File: src/rtl/ps2_rx_frame.sv
// PS/2 device-to-host frame receiver: synchronises ps2_clk/ps2_dat, deframes 11-bit frames, and presents bytes on valid/ready.
// Optional frame timeout is compiled in with `define PS2_RX_TIMEOUT_EN.
//
// state    | meaning
// ---------+--------------------------------------------------
// S_IDLE   | waiting for a start bit (falling edge with data 0)
// S_DATA   | shifting in 8 data bits, LSB first
// S_PARITY | sampling the odd-parity bit
// S_STOP   | sampling the stop bit, then deliver or flag error
module ps2_rx_frame #(
  parameter int SYNC_STAGES    = 2,
  parameter int TIMEOUT_CYCLES = 1000
) (
  input  logic       clk,
  input  logic       reset_n,
  input  logic       ps2_clk,
  input  logic       ps2_dat,
  output logic [7:0] rx_data,
  output logic       rx_valid,
  input  logic       rx_ready,
  output logic       parity_err,
  output logic       frame_err,
  output logic       overrun
);

  typedef enum logic [1:0] {S_IDLE, S_DATA, S_PARITY, S_STOP} state_t;

  generate
    if (SYNC_STAGES < 2 || TIMEOUT_CYCLES < 1) begin : g_bad_param
      $error("ps2_rx_frame: SYNC_STAGES must be >= 2 and TIMEOUT_CYCLES >= 1");
    end
  endgenerate

  state_t                 state, state_nxt;
  logic [SYNC_STAGES-1:0] clk_sync, dat_sync;
  logic                   clk_cur, clk_prev, dat_cur;
  logic                   fall;
  logic [2:0]             bit_cnt, bit_cnt_nxt;
  logic [7:0]             shift_reg, shift_nxt;
  logic                   par_ok, par_ok_nxt;
  logic                   good, perr_nxt, ferr_nxt, timeout;
  logic                   take, load;

  // Chains reset high so reset release never looks like a falling edge.
  always_ff @(posedge clk or negedge reset_n) begin
    if (!reset_n) begin
      clk_sync <= '1;
      dat_sync <= '1;
      clk_cur  <= 1'b1;
      clk_prev <= 1'b1;
      dat_cur  <= 1'b1;
    end else begin
      clk_sync <= {clk_sync[SYNC_STAGES-2:0], ps2_clk};
      dat_sync <= {dat_sync[SYNC_STAGES-2:0], ps2_dat};
      clk_cur  <= clk_sync[SYNC_STAGES-1];
      clk_prev <= clk_cur;
      dat_cur  <= dat_sync[SYNC_STAGES-1];
    end
  end

  assign fall = clk_prev & ~clk_cur;

`ifdef PS2_RX_TIMEOUT_EN
  localparam int TW = $clog2(TIMEOUT_CYCLES + 1);
  logic [TW-1:0] tmo_cnt;

  always_ff @(posedge clk or negedge reset_n) begin
    if (!reset_n)                    tmo_cnt <= '0;
    else if (state == S_IDLE || fall) tmo_cnt <= '0;
    else                             tmo_cnt <= TW'(tmo_cnt + 1'b1);
  end

  assign timeout = (state != S_IDLE) && !fall && (tmo_cnt == TW'(TIMEOUT_CYCLES - 1));
`else
  assign timeout = 1'b0;
`endif

  always_ff @(posedge clk or negedge reset_n) begin
    if (!reset_n) begin
      state     <= S_IDLE;
      bit_cnt   <= 3'd0;
      shift_reg <= 8'h00;
      par_ok    <= 1'b0;
    end else begin
      state     <= state_nxt;
      bit_cnt   <= bit_cnt_nxt;
      shift_reg <= shift_nxt;
      par_ok    <= par_ok_nxt;
    end
  end

  always_comb begin
    state_nxt   = state;
    bit_cnt_nxt = bit_cnt;
    shift_nxt   = shift_reg;
    par_ok_nxt  = par_ok;
    good        = 1'b0;
    perr_nxt    = 1'b0;
    ferr_nxt    = 1'b0;
    if (timeout) begin
      state_nxt = S_IDLE;
      ferr_nxt  = 1'b1;
    end else if (fall) begin
      case (state)
        S_IDLE: begin
          if (!dat_cur) begin
            bit_cnt_nxt = 3'd0;
            state_nxt   = S_DATA;
          end
        end
        S_DATA: begin
          shift_nxt   = {dat_cur, shift_reg[7:1]};
          bit_cnt_nxt = 3'(bit_cnt + 3'd1);
          if (bit_cnt == 3'd7) state_nxt = S_PARITY;
        end
        S_PARITY: begin
          par_ok_nxt = (^shift_reg) ^ dat_cur;
          state_nxt  = S_STOP;
        end
        S_STOP: begin
          state_nxt = S_IDLE;
          ferr_nxt  = ~dat_cur;
          perr_nxt  = ~par_ok;
          good      = dat_cur & par_ok;
        end
        default: state_nxt = S_IDLE;
      endcase
    end
  end

  // A full output may still accept a new byte if the old one is consumed this cycle.
  assign take = rx_valid & rx_ready;
  assign load = good & (~rx_valid | take);

  always_ff @(posedge clk or negedge reset_n) begin
    if (!reset_n) begin
      rx_data    <= 8'h00;
      rx_valid   <= 1'b0;
      parity_err <= 1'b0;
      frame_err  <= 1'b0;
      overrun    <= 1'b0;
    end else begin
      if (load) begin
        rx_data  <= shift_reg;
        rx_valid <= 1'b1;
      end else if (take) begin
        rx_valid <= 1'b0;
      end
      parity_err <= perr_nxt;
      frame_err  <= ferr_nxt;
      overrun    <= good & ~load;
    end
  end

endmodule

File: config.mk
export PLATFORM = sky130hd
export DESIGN_NAME = ps2_rx_frame
export DESIGN_NICKNAME = d
export VERILOG_FILES = /design/src/rtl/ps2_rx_frame.sv
export SDC_FILE = /design/constraint.sdc
export NUM_CORES = 1
export LEC_CHECK = 0
export CELL_PAD_IN_SITES_DETAIL_PLACEMENT = 1
export CELL_PAD_IN_SITES_GLOBAL_PLACEMENT = 1
export CORE_MARGIN = 2
export CORE_UTILIZATION = 40
export DETAILED_ROUTE_END_ITERATION = 7
export GPL_TIMING_DRIVEN = 0
export PLACE_DENSITY_LB_ADDON = 0.1
export SLEW_MARGIN = 20
export SYNTH_ARGS = -nofsm -noshare
export SYNTH_HDL_FRONTEND = slang
export SYNTH_SLANG_ARGS = --single-unit
File: constraint.sdc
create_clock -name clk -period 1.4 [get_ports clk]
set_clock_uncertainty 0.05 [all_clocks]
set_input_delay 0.42 -clock clk [delete_from_list [all_inputs] [get_ports clk]]
set_output_delay 0.42 -clock clk [all_outputs]
set_load 0.01 [all_outputs]
### After elaboration in Yosys (flattened, before gate mapping)

Cells that the tools add are included.

* register bits: 33

* reduce and logical (&&, ||, !) cells: 8
* equality and inequality tests: 6
* add/sub/neg operators: 1
* bitwise gates (word level): 12
* multiplexer cells: 13

Operators by type and width (number)
* two-way mux 1 bit: 8
* case mux 2 bit (4 select lines): 1
* XOR reduction 8 bit: 1
* case mux 3 bit (2 select lines): 1
* AND reduction 3 bit: 2
* AND 1 bit: 5
* inverter 1 bit: 5
* == test 2 bit (second input constant): 2
* two-way mux 2 bit: 2
* != test 2 bit (second input constant): 2
* AND reduction 2 bit: 2
* nonzero test 2 bit: 2
* adder 3 x 1 -> 3 bit (second input constant): 1
* == test 3 bit (second input constant): 1
* two-way mux 3 bit: 1
* == test 2 x 1 -> 1 bit (second input constant): 1
* zero test 2 bit: 1
* OR 1 bit: 1
* XOR 1 bit: 1

### Depth between registers and ports, before layout

Gate-level depths: netlist of run 1.

* word-level depth: 6
* gate-level depth with buffers: 5

### Worst setup path before layout of run 1

Ideal clock, no wire load.

* path kind: register -> register
* from: reg clk_prev
* to: reg rx_data[0]
* slack: -0.156 ns
* clock period less this slack: 1.556 ns
* buffers on the path: 1
* setup time: 0.125 ns
* stages on the path, launching flop included: 6
* data arrival time: 1.381 ns
* cell sequence: dfstp_2 > nor2b_4 > nand4_1 > nor2b_1 > buf_4 > mux2_2

* word-level cells in the longest chain between the ends: 3

RTL lines
* from (decl): line 36 `logic clk_cur, clk_prev, dat_cur;`
* from (signal assigned): line 56 `clk_prev <= clk_cur;`
* AND 1 bit: line 61 `assign fall = clk_prev & ~clk_cur;`
* two-way mux 1 bit: line 103 `end else if (fall) begin`
* AND 1 bit: line 133 `assign load = good & (~rx_valid | take);`
* to (signal assigned): line 144 `rx_data <= shift_reg;`
* to (decl): line 18 `output logic [7:0] rx_data,`

Every way passes these cells.
A chain may end at the register's enable or synchronous reset.

### Worst setup path in the final report of run 1

* from: reg clk_prev
* to: reg rx_data[2]

Same word-level chain as after synthesis.

==> flow_summary.yaml, run 1 <==
logic_synthesis:
  yosys_warnings: 0
  ys.flop_type: "dfrtp_1"
  synth_seq_cells: 33
  syn_nets: 100
  synthArstFlopShare_pct: 100.0
  seq_area_frac_synth_pct: 62.63
  syn_avg_cell_area_um2: 14.97
  synthDominantCellAreaShare_pct: 48.83
  synth_top_cell_by_area: "dfrtp_1"
  yosysMostFrequentCell: "dfrtp_1"
  ys_top_cells_by_area: "dfrtp_1, mux2_2, dfstp_2"
  netlist_area_um2: 1333
  yosys-top-cells-count: "dfrtp_1, mux2_2, dfstp_2, ha_1, nand2_1"
  netlist_instances: 89
  synth_edf_count: 0
  synth_cell_types: 21
detailed_routing:
  drt-total-wl_um: 2675
  firstDrtPassIters: 3
  antenna_left: 0
  routed_via_density: 4.718
  drtIter0Drc: 15
  drc: 0
  wire_per_inst_um: 15.37
  dr_total_vias: 821
global_route:
  grt_remaining_overflow: 0
  gr-max-usage-layer: "met2"
  antenna_found_initial: 0
  met1_usage_pct: 18.41
  grt_max_degree: 34
  met3_usage_pct: 3.727
  track_usage_pct: 15.28
  grtUsageMet2_pct: 25.26
  grt_pass1_wl_um: 4015
  grt_pass1_vias: 883
sta:
  min_period_ns: 1.625
  setup_viol: 22
  relSlewSlack_pct: 86.51
  fin_crit_sh_pct: 116.0
  drv_slew: 0
  rsz0062_at_grt: "yes"
  hold_violations: 0
  fmax_mhz: 615.6
  tightest_slew_ns: 0.2016
  setup_slack_ns: -0.2245
clock_network:
  cts_root_buf: "clkbuf_4"
  cts_sinks: 33
  clock_latency_ns: 0.33
  clockBufferDepth: 2
  cts_max_level: 2
  cts_made_buffers: 5
  path_clk_slew_ns: 0.10
  cts_tree: "built"
floorplanning:
  die_w_um: 61.72
  initial_core_util_pct: 42.94
  rows: 20
  ios: 17
  core_um2: 3103
  die-area_um2: 3809
  fp.dieH_um: 61.72
outcome:
  status: "finished, violations left"
  violations: "setup timing"
critical_path:
  cp_max_fo: 8
  cp.arrival_ns: 1.80
  worstSetupStartpointType: "flip-flop"
  path_class: "reg -> reg"
  required_ns: 1.57
  cp-end-kind: "flip-flop"
layout:
  final_net_count: 140
  diodes: 0
  nFillCells: 329
  drive_above_1_share_pct: 55.38
  design_area_um2: 1819
  final_util_pct: 58.63
  syn2layout_area_growth_pct: 36.53
placed_design:
  port_buffers: 16
  dp_hpwl_um: 1491
  dpl_cell_area_um2: 1567
  finalWeightedCongestion: 0.6255
power_and_ir_drop:
  p_leak_uw: 0.0009391
  irDropWorstVdd_uv: 823.9
  powerDensity_nw_per_um2: 1778
run:
  drv_cap: 0
worst_hold_path:
  hold_path_class: "reg -> reg"
==> cell usage in the layout, fill, tap and decap left out, drive strengths merged, types with 4 or more instances in the layout <==
cell    count
nand2       5
xnor2       4
dfstp       7
clkbuf      7
mux2       18
buf        29
ha          6
dfrtp      26
nor2        4
==> final timing paths <==
kind / start / endpoint / slack (ns) / cells past startpoint
max: clk_prev / rx_data[2] / -0.22 / 5
min: clk_sync[1] / clk_cur / 0.31 / 0
max reg2reg: clk_prev / rx_data[2] / -0.22 / 5
min reg2reg: clk_sync[1] / clk_cur / 0.31 / 0
max in group asynchronous: reset_n / clk_sync[0] / 0.52 / 3
min in group asynchronous: reset_n / rx_data[0] / 0.53 / 3
==> logic make-up after synthesis <==
group / synth area share (%)
buffers and inverters: 1.409
adder cells (fa/ha/maj): 5.634
flip-flops: 62.63
AND/OR/NAND/NOR: 5.447
XOR/XNOR: 5.634
AO/OA/AOI/OAI: 3.286
multiplexers: 15.96
==> layout make-up <==
type | instances | area, µm² | share of cell area [%]
clock buffers | 6 | 41.29 | 2.270
multi-input cells | 52 | 610.6 | 33.56
flip-flops and latches | 33 | 834.6 | 45.87
repair buffers | 33 | 245.2 | 13.48
plain buffers | 1 | 11.26 | 0.6190
clock inverters | 2 | 10.01 | 0.5502
well taps | 44 | 55.05 | 3.026
inverters | 3 | 11.26 | 0.6190
==> report_power, final <==
| group | leakage, µW | switching, µW | internal (µW) |
|---|---|---|---|
| clock | 0.0000320 | 303 | 191 |
| sequential | 0.000421 | 204 | 1180 |
| combinational | 0.000486 | 525 | 829 |
| total | 0.000939 | 1030 | 2200 |
==> stage by stage <==
stage               total power [µW]  std cells  setup TNS [ns]  hold slack [ns]  setup WS, ns
finish                          3235        174          -2.568           0.3109       -0.2245
detailed placement              2341        150          -5.070           0.2975       -0.4434
floorplan                       2044         89          -1.127          0.07441       -0.1388
global route                    3455        174          -3.860           0.3160       -0.2911
global placement                2279        149          -28.44           0.2958       -0.7884
CTS                             3099        170          -3.022           0.3134       -0.2304
==> routing by layer <==
metal | share of wire [%] | up-vias
met5 | 0 | -
li1 | - | 378
met4 | 2.1 | 0
met3 | 3.4 | 5
met1 | 43 | 420
met2 | 52 | 18
==> what timing repair did <==
action | 4_1_cts | 5_1_grt
setup endpoints to repair | 33 | 23
hold endpoints to repair | 26 | 0
pin swaps | 5 | 2
hold buffers | 1 | 0
resized for setup | 71 | 9
setup buffers | 11 | 5
==> critical path: stages (launching register included) <==
cell and delay [ns]:
dfstp_2 0.52, nor2b_4 0.14, nand4_1 0.14, nor2b_1 0.17, buf_6 0.18, mux2_4 0.31
Power figures use the tool's default switching activity.
==> inputs of run 2 (changes only) <==
--- a/config.mk
+++ b/config.mk
@@ -9,6 +9,7 @@
 export CELL_PAD_IN_SITES_GLOBAL_PLACEMENT = 1
 export CORE_MARGIN = 2
 export CORE_UTILIZATION = 40
+export CTS_CLUSTER_DIAMETER = 60
 export DETAILED_ROUTE_END_ITERATION = 7
 export GPL_TIMING_DRIVEN = 0
 export PLACE_DENSITY_LB_ADDON = 0.1
==> results of run 2 <==
No change in the layout: final DEF, timing and power equal those of run 1.
==> inputs of run 3 (changes only) <==
--- a/config.mk
+++ b/config.mk
@@ -5,11 +5,13 @@
 export SDC_FILE = /design/constraint.sdc
 export NUM_CORES = 1
 export LEC_CHECK = 0
+export ABC_AREA = 0
 export CELL_PAD_IN_SITES_DETAIL_PLACEMENT = 1
 export CELL_PAD_IN_SITES_GLOBAL_PLACEMENT = 1
 export CORE_MARGIN = 2
-export CORE_UTILIZATION = 40
+export CORE_UTILIZATION = 47
 export CTS_CLUSTER_DIAMETER = 60
+export CTS_CLUSTER_SIZE = 10
 export DETAILED_ROUTE_END_ITERATION = 7
 export GPL_TIMING_DRIVEN = 0
 export PLACE_DENSITY_LB_ADDON = 0.1
==> constraint.sdc (replaced) <==
create_clock -name clk -period 1.91 [get_ports clk]
set_clock_uncertainty 0.05 [all_clocks]
set_input_delay 0.573 -clock clk [delete_from_list [all_inputs] [get_ports clk]]
set_output_delay 0.573 -clock clk [all_outputs]
set_load 0.01 [all_outputs]
==> run 3 against run 2 <==
The flow now finishes without violations; critical path depth fell by 4; non-clock buffer count down 17; hold slack worse by 0.091 ns; sequential share of layout area up 6.2 points; global-route usage decreased by 0.12 points; first-iteration DRC count shrank 40%; combinational power is 52% lower; count of clock-buffer cells in the layout grew 1; via count down 9.9%; final cell count decreased by 17%; critical endpoint is now rx_valid; utilization is essentially flat; total power down 35%; highest routed layer unchanged.
==> flow_summary.yaml, run 3 (synthesized netlist as in run 1, its figures left out) <==
outcome:
  status: "complete, no violations"
critical_path:
  path_class: "reg -> out"
  max_stage_delay_ns: 0.53
  crit_slowest_cell: "clkdlybuf4s50_1"
  required_ns: 1.29
  reg2regPathDepth: 5
  crit_chain: "clkdlybuf4s50_1"
  critical_path_depth: 1
  worst-path-buf-inv: 1
  cp.arrival_ns: 1.21
  path_delay_family: "buffers and inverters"
  cp-end-kind: "primary output"
  cp_max_fo: 2
  worstSetupStartpointType: "flip-flop"
layout:
  regArea_um2: 834.6
  instances_no_fill: 144
  final_common_cell: "dfrtp_1"
  final_net_count: 123
  syn2layout_area_growth_pct: 20.38
  layout_common_cells: "dfrtp_1, mux2_2, clkdlybuf4s50_1"
  final_util_pct: 58.67
  multi_input_area_um2: 479.2
  diodes: 0
  nFillCells: 266
  drive_above_1_share_pct: 32.74
placed_design:
  finalWeightedCongestion: 0.6540
  port_buffers: 16
  placed_cells: 136
  dp_hpwl_um: 1420
clock_network:
  cts_made_buffers: 5
  cts_setup_buffers: 0
  cts_sinks: 33
  clock_latency_ns: 0.33
  cts_max_level: 2
  cts_root_buf: "clkbuf_4"
  cts-resized-gates: 0
  path_clk_slew_ns: 0.10
  cts_tree: "built"
  hold_buffers: 0
  clockBufferDepth: 2
detailed_routing:
  drtIter0Drc: 9
  firstDrtPassIters: 2
  wire_per_inst_um: 13.96
  antenna_left: 0
  dr_total_vias: 740
  drc: 0
  drt-total-wl_um: 2010
  routed_via_density: 5.139
floorplanning:
  ios: 17
  die-area_um2: 3277
  core_um2: 2734
  initial_core_util_pct: 48.74
  fp.dieH_um: 57.25
  rows: 19
  die_w_um: 57.25
global_route:
  grt_pass1_wl_um: 3574
  gr-max-usage-layer: "met2"
  grt_pass1_vias: 782
  met3_usage_pct: 5.215
  grt_remaining_overflow: 0
  track_usage_pct: 15.16
  grtUsageMet2_pct: 22.50
  met1_usage_pct: 18.83
  grt_max_degree: 34
  antenna_found_initial: 0
power_and_ir_drop:
  p_leak_uw: 0.0008324
  irDropWorstVdd_uv: 840.7
  powerDensity_nw_per_um2: 1307
sta:
  fmax_mhz: 544.2
  relSlewSlack_pct: 53.33
  rsz0062_at_grt: "no"
  hold_violations: 0
  fin_crit_sh_pct: 96.21
  timing.hold.ws_ns: 0.2196
  min_period_ns: 1.838
  tightest_slew_ns: 0.7000
  setup_viol: 0
  drv_slew: 0
worst_hold_path:
  hold_path_class: "in -> async"
run:
  drv_cap: 0
[run 3: cell types whose count changed in the layout (fill, tap and decap cells not counted), sizes merged]
cell and change:
clkdlybuf4s50 +9, dlymetal6s2s +3, buf -27, clkinv -1, dlygate4sd3 -1
[run 3: final timing paths]
path	start	to	slack [ns]
setup / recovery	rx_valid	rx_valid	0.07
min in group clk	clk_sync[0]	clk_sync[1]	0.31
max in group asynchronous	reset_n	bit_cnt[0]	1.13
hold / removal	reset_n	frame_err	0.22
setup reg to reg	clk_prev	rx_data[4]	0.21
hold reg to reg	clk_sync[0]	clk_sync[1]	0.31
[run 3: layout make-up]
| type | instances | share of cell area (%) |
|---|---|---|
| clock inverters | 1 | 0.3120 |
| plain buffers | 1 | 0.4680 |
| multi-input cells | 52 | 29.88 |
| well taps | 31 | 2.418 |
| flip-flops and latches | 33 | 52.03 |
| clock buffers | 7 | 4.056 |
| repair buffers | 16 | 10.14 |
| inverters | 3 | 0.7020 |
[run 3: power by group]
part	internal, µW	switching [µW]	total [µW]
clock	213	228	441
combinational	401	252	653
sequential	867	136	1000
total	1480	615	2100
[run 3: metrics by stage]
stage	total power [µW]	cell area, µm²	setup TNS (ns)	setup WS (ns)
floorplan	1493	1333	0	0.3542
global placement	1656	1531	-10.03	-0.3438
detailed placement	1693	1526	-0.8356	-0.1112
CTS	2142	1597	0	0.02983
global route	2244	1604	0	0.004693
finish	2097	1604	0	0.07232
[run 3: metal layers]
layer	vias to the layer above	routed length, µm
met5	-	0
met4	0	57
met3	6	108
met2	21	906
met1	367	938
li1	346	-
